$ cat config.mk
export PLATFORM = sky130hd
export DESIGN_NAME = alu_exec_unit_flat
export DESIGN_NICKNAME = d
export VERILOG_FILES = /design/src/rtl/alu_exec_unit_if.sv /design/src/rtl/alu_exec_unit.sv /design/src/flat_wrapper.sv
export SDC_FILE = /design/constraint.sdc
export NUM_CORES = 1
export LEC_CHECK = 0
export CAP_MARGIN = 20
export CORE_MARGIN = 5
export CORE_UTILIZATION = 48
export DETAILED_ROUTE_END_ITERATION = 10
export PLACE_DENSITY = 0.78
export SLEW_MARGIN = 20
export SYNTH_ARGS = -nofsm -noshare
export SYNTH_HDL_FRONTEND = slang
export SYNTH_SLANG_ARGS = --single-unit
$ cat constraint.sdc
create_clock -name clk -period 4.3 [get_ports clk]
set_input_delay 0.43 -clock clk [delete_from_list [all_inputs] [get_ports clk]]
set_output_delay 0.43 -clock clk [all_outputs]
set_load 0.01 [all_outputs]
$ cat src/rtl/alu_exec_unit_if.sv
// Execute-stage bundle: control/operand inputs and registered results of alu_exec_unit.
// Latency: n/a (wiring only).
// Backpressure: none; en gates capture, there is no ready path.
interface alu_exec_unit_if #(
    parameter int WIDTH = 32
);
    logic             en;
    logic             aluop1;
    logic             aluop0;
    logic [3:0]       funct;
    logic [WIDTH-1:0] a;
    logic [WIDTH-1:0] b;
    logic [WIDTH-1:0] pc;
    logic [WIDTH-1:0] sextad;
    logic [2:0]       gout;
    logic [WIDTH-1:0] sum;
    logic             zout;
    logic             ovf;
    logic [WIDTH-1:0] adder1out;
    logic [WIDTH-1:0] adder2out;

    // Driver side: control and datapath sources, observes registered results.
    modport master (
        output en, aluop1, aluop0, funct, a, b, pc, sextad,
        input  gout, sum, zout, ovf, adder1out, adder2out
    );

    // Execute unit side.
    modport slave (
        input  en, aluop1, aluop0, funct, a, b, pc, sextad,
        output gout, sum, zout, ovf, adder1out, adder2out
    );
endinterface

$ cat src/rtl/alu_exec_unit.sv
// Execute stage: ALU-control decode, 32-bit ALU with zero/overflow, PC+4 and branch-target adders.
// Latency: 1 cycle, all results captured together on the rising edge when en=1.
// Backpressure: en=0 holds every output; rst (synchronous) clears and wins over en.
module alu_exec_unit #(
    parameter int WIDTH = 32
) (
    input  logic          clk,
    input  logic          rst,
    alu_exec_unit_if.slave bus
);
    localparam logic [2:0] OP_AND = 3'b000;
    localparam logic [2:0] OP_OR  = 3'b001;
    localparam logic [2:0] OP_ADD = 3'b010;
    localparam logic [2:0] OP_NOR = 3'b100;
    localparam logic [2:0] OP_SUB = 3'b110;
    localparam logic [2:0] OP_SLT = 3'b111;

    localparam logic [WIDTH-1:0] PC_STEP = {{(WIDTH-3){1'b0}}, 3'b100};

    logic [2:0]       op_d;
    logic [WIDTH-1:0] add_res;
    logic [WIDTH-1:0] sub_res;
    logic             add_ovf;
    logic             sub_ovf;
    logic             slt_bit;
    logic [WIDTH-1:0] res_d;
    logic             ovf_d;
    logic [WIDTH-1:0] pc4_d;
    logic [WIDTH-1:0] target_d;

    // Decode ALUOp/funct into the 3-bit ALU operation; anything unrecognised falls back to add.
    always_comb begin
        op_d = OP_ADD;
        case ({bus.aluop1, bus.aluop0})
            2'b00:   op_d = OP_ADD;
            2'b01:   op_d = OP_SUB;
            2'b10: begin
                case (bus.funct)
                    4'b0000: op_d = OP_ADD;
                    4'b0010: op_d = OP_SUB;
                    4'b0100: op_d = OP_AND;
                    4'b0101: op_d = OP_OR;
                    4'b1010: op_d = OP_SLT;
                    4'b0111: op_d = OP_NOR;
                    default: op_d = OP_ADD;
                endcase
            end
            default: op_d = OP_ADD;
        endcase
    end

    // Shared arithmetic; signed wrap is detected from operand/result sign bits.
    always_comb begin
        add_res = bus.a + bus.b;
        sub_res = bus.a - bus.b;
        add_ovf = (bus.a[WIDTH-1] == bus.b[WIDTH-1]) && (add_res[WIDTH-1] != bus.a[WIDTH-1]);
        sub_ovf = (bus.a[WIDTH-1] != bus.b[WIDTH-1]) && (sub_res[WIDTH-1] != bus.a[WIDTH-1]);
        // Sign of a-b corrected by overflow gives a true signed less-than.
        slt_bit = sub_res[WIDTH-1] ^ sub_ovf;
        pc4_d    = bus.pc + PC_STEP;
        target_d = pc4_d + bus.sextad;
    end

    // Select the ALU result; overflow is only meaningful for add and sub.
    always_comb begin
        res_d = '0;
        ovf_d = 1'b0;
        case (op_d)
            OP_AND: res_d = bus.a & bus.b;
            OP_OR:  res_d = bus.a | bus.b;
            OP_ADD: begin
                res_d = add_res;
                ovf_d = add_ovf;
            end
            OP_SUB: begin
                res_d = sub_res;
                ovf_d = sub_ovf;
            end
            OP_SLT: res_d = {{(WIDTH-1){1'b0}}, slt_bit};
            OP_NOR: res_d = ~(bus.a | bus.b);
            default: res_d = '0;
        endcase
    end

    // Output register: reset clears, en captures, otherwise hold.
    always_ff @(posedge clk) begin
        if (rst) begin
            bus.gout      <= 3'b000;
            bus.sum       <= '0;
            bus.zout      <= 1'b0;
            bus.ovf       <= 1'b0;
            bus.adder1out <= '0;
            bus.adder2out <= '0;
        end else if (bus.en) begin
            bus.gout      <= op_d;
            bus.sum       <= res_d;
            bus.zout      <= (res_d == '0);
            bus.ovf       <= ovf_d;
            bus.adder1out <= pc4_d;
            bus.adder2out <= target_d;
        end
    end
endmodule

$ cat src/flat_wrapper.sv
// flat-port wrapper written by rule: the top's interface ports become plain ports
module alu_exec_unit_flat 
#(
    parameter int WIDTH = 32
)
  (clk, rst, bus_en, bus_aluop1, bus_aluop0, bus_funct, bus_a, bus_b, bus_pc, bus_sextad, bus_gout, bus_sum, bus_zout, bus_ovf, bus_adder1out, bus_adder2out);
  alu_exec_unit_if #(.WIDTH(WIDTH)) bus_i ();
  input  logic clk;
  input  logic rst;
  input wire logic [$bits(bus_i.en)-1:0] bus_en;
  input wire logic [$bits(bus_i.aluop1)-1:0] bus_aluop1;
  input wire logic [$bits(bus_i.aluop0)-1:0] bus_aluop0;
  input wire logic [$bits(bus_i.funct)-1:0] bus_funct;
  input wire logic [$bits(bus_i.a)-1:0] bus_a;
  input wire logic [$bits(bus_i.b)-1:0] bus_b;
  input wire logic [$bits(bus_i.pc)-1:0] bus_pc;
  input wire logic [$bits(bus_i.sextad)-1:0] bus_sextad;
  output wire logic [$bits(bus_i.gout)-1:0] bus_gout;
  output wire logic [$bits(bus_i.sum)-1:0] bus_sum;
  output wire logic [$bits(bus_i.zout)-1:0] bus_zout;
  output wire logic [$bits(bus_i.ovf)-1:0] bus_ovf;
  output wire logic [$bits(bus_i.adder1out)-1:0] bus_adder1out;
  output wire logic [$bits(bus_i.adder2out)-1:0] bus_adder2out;
  assign bus_i.en = bus_en;
  assign bus_i.aluop1 = bus_aluop1;
  assign bus_i.aluop0 = bus_aluop0;
  assign bus_i.funct = bus_funct;
  assign bus_i.a = bus_a;
  assign bus_i.b = bus_b;
  assign bus_i.pc = bus_pc;
  assign bus_i.sextad = bus_sextad;
  assign bus_gout = bus_i.gout;
  assign bus_sum = bus_i.sum;
  assign bus_zout = bus_i.zout;
  assign bus_ovf = bus_i.ovf;
  assign bus_adder1out = bus_i.adder1out;
  assign bus_adder2out = bus_i.adder2out;
  alu_exec_unit #(.WIDTH(WIDTH)) u_core (.clk(clk), .rst(rst), .bus(bus_i));
endmodule
=== Word level (Yosys, flattened, before mapping) ===
Cells that the tools add are included.

* Input bits: 137
* Flip-flop bits (word level): 101
* Word-level logic and storage cells: 38
* Output and inout bits: 101

* Equality and inequality tests: 16
* Reduce and logical (&&, ||, !) cells: 4
* $add $sub $neg: 4
* Bitwise operators: 4
* Mux-type cells: 4

{| class="wikitable"
|+ Operators with widths
! kind !! count
|-
| one-hot mux 32 bit (6 select lines) || 1
|-
| adder 32 bit || 2
|-
| adder 32 x 3 -> 32 bit, second input constant || 1
|-
| AND 32 bit || 1
|-
| logical NOT 32 bit || 1
|-
| inverter 32 bit || 1
|-
| OR 32 bit || 1
|-
| subtractor 32 bit || 1
|-
| one-hot mux 3 bit (5 select lines) || 1
|-
| == test 4 x 3 -> 1 bit, second input constant || 3
|-
| == test 3 bit, second input constant || 3
|-
| one-hot mux 3 bit (2 select lines) || 1
|-
| == test 4 x 2 -> 1 bit, second input constant || 1
|-
| == test 4 bit, second input constant || 1
|-
| == test 3 x 1 -> 1 bit, second input constant || 1
|-
| == test 3 x 2 -> 1 bit, second input constant || 1
|-
| logical NOT 3 bit || 1
|-
| != test 1 bit || 3
|-
| == test 2 x 1 -> 1 bit, second input constant || 1
|-
| == test 2 bit, second input constant || 1
|-
| logical AND 1 bit || 2
|-
| one-hot mux 1 bit (2 select lines) || 1
|-
| == test 1 bit || 1
|-
| bitwise XOR 1 bit || 1
|}

=== Longest topological paths before layout ===
* Word-level depth: 6
* Depth in mapped cells: 23
* Depth with buffers taken out: 22

=== Least setup slack after synthesis ===
No wires, ideal clock.

* Path kind: input port to flip-flop
* Start: input bus_b[6]
* End: register u_core.bus.zout
* Buffers on the path: 1
* Path slack: -18 ps
* Required time: 4,216 ps
* Data arrival time: 4,234 ps
* Library setup time: 84 ps
* Stages on the path: 23
* Cell sequence: inv_1 -> ha_1 -> buf_6 -> nor3_1 -> nand2_1 -> a21oi_1 -> o31ai_4 -> o211ai_1 -> a21o_1 -> a211oi_2 -> o21bai_1 -> a21oi_1 -> fa_1 -> o21ai_0 -> o32a_1 -> nor2_1 -> nor4bb_1 -> and4_1 -> and4bb_1 -> nand4_1 -> nor4_2 -> nand4_1 -> o31ai_2

* Longest elaborated chain between the ends: 6

{| class="wikitable"
|+ Ends and longest elaborated chain
! element !! RTL line !! RTL
|-
| start, declared || flat_wrapper.sv:15 || <nowiki>input wire logic [$bits(bus_i.b)-1:0] bus_b;</nowiki>
|-
| subtractor 32 bit || alu_exec_unit.sv:55 || <nowiki>sub_res = bus.a - bus.b;</nowiki>
|-
| != test 1 bit || alu_exec_unit.sv:57 || <nowiki>sub_ovf = (bus.a[WIDTH-1] != bus.b[WIDTH-1]) && (sub_res[WIDTH-1] != bus.a[WIDTH-1]);</nowiki>
|-
| logical AND 1 bit || alu_exec_unit.sv:57 ||
|-
| bitwise XOR 1 bit || alu_exec_unit.sv:59 || <nowiki>slt_bit = sub_res[WIDTH-1] ^ sub_ovf;</nowiki>
|-
| one-hot mux 32 bit (6 select lines) (*) || alu_exec_unit.sv:68 || <nowiki>case (op_d)</nowiki>
|-
| logical NOT 32 bit (*) || alu_exec_unit.sv:97 || <nowiki>bus.zout <= (res_d == '0);</nowiki>
|-
| end signal, assigned || alu_exec_unit.sv:97 ||
|-
| end, declared || alu_exec_unit_if.sv:31 || <nowiki>output gout, sum, zout, ovf, adder1out, adder2out</nowiki>
|}

Every way passes the cells marked *; elsewhere a longest branch is shown, timed or not.
A chain may end at the register's enable or synchronous reset.

=== Worst setup path after layout ===
* Start: input bus_a[6]
* End: register u_core.bus.zout

* Longest elaborated chain between the ends: 6

{| class="wikitable"
|+ Ends and longest elaborated chain
! element !! RTL line !! RTL
|-
| start, declared || flat_wrapper.sv:14 || <nowiki>input wire logic [$bits(bus_i.a)-1:0] bus_a;</nowiki>
|-
| subtractor 32 bit || alu_exec_unit.sv:55 ||
|-
| != test 1 bit || alu_exec_unit.sv:57 ||
|-
| logical AND 1 bit || alu_exec_unit.sv:57 ||
|-
| bitwise XOR 1 bit || alu_exec_unit.sv:59 ||
|-
| one-hot mux 32 bit (6 select lines) (*) || alu_exec_unit.sv:68 ||
|-
| logical NOT 32 bit (*) || alu_exec_unit.sv:97 ||
|}

Marks and branches as above.

==> impl_metrics.ini <==
[outcome]
status = finished, final reports clean

[route]
vias_per_cell = 5.96
route.met2.wl_um = 21600
dr_wl_met3_um = 3780
wire_per_inst_um = 19.8
drc = 0
wl_um = 45000
route.top_layer_used = met4
dr.pass1.iters = 6
m1WireLength_um = 17300
final_antenna_net_count = 0
drt-initial-drc-count = 1237
num_vias = 13600

[critical_path]
crit_path_start_kind = input port
critical-path-max-stage-delay_ps = 370
slowest_stage = fa_2
end_kind = flip-flop
required_ps = 4570
path_common_cell = nand4_1
crit_fanout = 3
crit_path_cell_trace = buf_6 -> inv_2 -> ha_4 -> nor3b_4 -> o41ai_4 -> o21ai_2 -> o31ai_4 -> o211ai_1 -> a21o_1 -> a211oi_2 -> o21bai_1 -> a21oi_2 -> fa_2 -> o21ai_1 -> o32a_1 -> nor2_1 -> nor4bb_2 -> and4_1 -> and4bb_1 -> nand4_1 -> nor4_2 -> nand4_1 -> o31ai_2
cp_data_arrival_time_ps = 4510
timing_worst_setup_path_type = in2reg

[global_routing]
overflow = 0
antenna_found_initial = 1
grt_max_degree = 75
grt_pass1_wl_um = 68300
grt_usage_pct = 31.5
first_global_vias = 13300

[clock_network]
cts_buffers = 9
hold_buffers = 0
htree_levels = 3
clk_pin_slew_ps = 70
clock_latency_ps = 350
max-clock-path-buffers = 2
cts.sinks = 101
cts_tree = built
cts-root-buf = clkbuf_16

[logic_synthesis]
synth_warnings = 0
syn-cell-area_um2 = 11400
synthCells = 1479
async_flop_share_pct = 0
synth_edf_count = 0
ys_seq_area_share_pct = 17.8
yosys-top-cells-area = dfxtp_1, ha_1, nor2_1
synthesis.nets = 1753
syn_avg_cell_area_um2 = 7.70
synth_area_leader_cell = dfxtp_1
yosys_most_used_dff = dfxtp_1
ys_ff_latch = 101
synth_top_area_share_pct = 17.8
yosysUniqueCellTypes = 100

[cells_and_area]
final_cell_mix = buf_4, clkdlybuf4s50_1, nor2_1, ha_1, dfxtp_1
area_delta_synth_final_pct = 49.1
layout_commonest_cell = buf_4
regArea_um2 = 2020
fill_cells = 1857
post-route-util_pct = 72.5
drive_gt1_share_pct = 25.8
layout.nets = 2224
multi_input_area_um2 = 9200

[placement]
numPortBuffers = 237
dp_hpwl_um = 35200
gp_congestion = 0.976

[die]
die_h_um = 164
core_um2 = 23400
die_w_um = 164
io_pins = 238
rows = 56
dieArea_um2 = 26900
start_util_pct = 48.7

[timing]
setup_violations = 0
tightestPinTransition_ps = 894
fin_crit_ps = 4250
grt_setup_unrepaired = true
max-slew-margin-rel_pct = 40.4
fmax_mhz = 236
hold_viol = 0
maxSlewViolCount = 0
fin_skew_ps = 0
finalCritPeriodShare_pct = 98.7

[flow_run]
drv_cap = 0

[power]
power.ir.vdd_worst_v = 0.000206
powerDensity_nw_per_um2 = 235
finalPower_mw = 4.00
leakagePower_nw = 7.63

[hold_path]
hold_class = in2reg
where the power goes:
part / leakage [nW] / switching, mW / internal [mW]
clock network: 0.142 / 0.392 / 0.402
logic: 6.66 / 1.09 / 1.04
registers: 0.835 / 0.0534 / 1.02
total: 7.63 / 1.54 / 2.46
final cells by class:
| type | count | share of cell area (%) |
|---|---|---|
| Multi-Input combinational cell | 1185 | 54.2 |
| Timing Repair Buffer | 539 | 27.3 |
| Sequential cell | 101 | 11.9 |
| Inverter | 114 | 2.59 |
| Tap cell | 319 | 2.35 |
| Clock buffer | 9 | 1.33 |
| Clock inverter | 7 | 0.332 |
| Antenna cell | 1 | 0.0147 |
final timing paths:
kind | start | endpoint | slack, ps | cells past startpoint
min reg2reg | u_core.bus.sum[20]$_SDFFE_PP0P_ | u_core.bus.sum[20]$_SDFFE_PP0P_ | 470 | 2
max | bus_a[6] | u_core.bus.zout$_SDFFE_PP0P_ | 50 | 23
max reg2reg | u_core.bus.sum[14]$_SDFFE_PP0P_ | u_core.bus.sum[14]$_SDFFE_PP0P_ | 3460 | 3
min | bus_en | u_core.bus.gout[1]$_SDFFE_PP0P_ | 440 | 3
routing by layer:
layer  up-vias  track usage [%]
met3       169             4.64
li1       6336                -
met1      6356             37.1
met2       704             55.7
met5         -                0
met4         0             15.6
critical path, delay by kind of cell:
family	cells	cell delay (ps)
buf+inv	2	160
fa+ha+maj	2	580
simple gates	8	1550
compound gates	11	1770
flip-flops by register name, indices dropped and copies added, names as in the netlist:
name / count
u_core.bus.zout: 1
u_core.bus.gout: 3
u_core.bus.sum: 32
u_core.bus.adder2out: 32
u_core.bus.ovf: 1
u_core.bus.adder1out: 32
metrics by stage:
stage	TNS (ps)	std cells	hold WS, ps	cell area, um2	setup WS (ps)
5_1_grt	-185	2275	467	17000	-185
6_report	0	2275	442	17000	54.9
3_5_place_dp	-3710	2230	461	15900	-1000
2_1_floorplan	0	1479	486	11400	32.5
4_1_cts	-43.3	2262	428	16700	-43.3
3_3_place_gp	-2350	2230	448	15900	-750
timing repair:
item / 4_1_cts / 5_1_grt
resized for setup: 176 / 75
gates cloned: 0 / 0
pin swaps: 43 / 45
setup buffers: 16 / 12
endpoints found under the setup margin: 3 / 9
Yosys cell counts (6+ instances only):
library cell,instances
o21ai_1,6
and2_1,8
nand2_1,83
a221oi_1,14
or3_1,8
nand3_1,31
buf_2,21
inv_1,114
nand2b_1,19
o221ai_1,12
o211ai_1,12
mux2i_1,60
nor2b_1,18
o21ai_0,47
a22oi_1,14
a21oi_1,84
nor2_1,193
clkbuf_1,40
nand4_1,20
o21bai_1,16
nor3_1,29
o21a_1,7
xor2_1,18
a21o_1,36
or2_2,7
buf_6,6
buf_1,7
a221o_1,15
and4_1,8
a211o_1,9
xnor2_1,43
a211oi_1,49
o31ai_1,9
a31oi_1,11
dfxtp_1,101
nor4_1,12
and3_1,18
o22ai_1,9
ha_1,133
cell families (layout without fill, tap and decap cells):
logic type	after synthesis	after routing	share of synthesized area, %
flip-flops	101	101	17.8
XOR/XNOR	61	61	4.69
adder cells (fa/ha/maj)	137	137	15.3
AO/OA/AOI/OAI	442	442	28.9
multiplexers	61	61	5.37
buffers and inverters	193	669	7.15
AND/OR/NAND/NOR	484	484	20.8
other	0	1	0
Power figures use the tool's default switching activity.
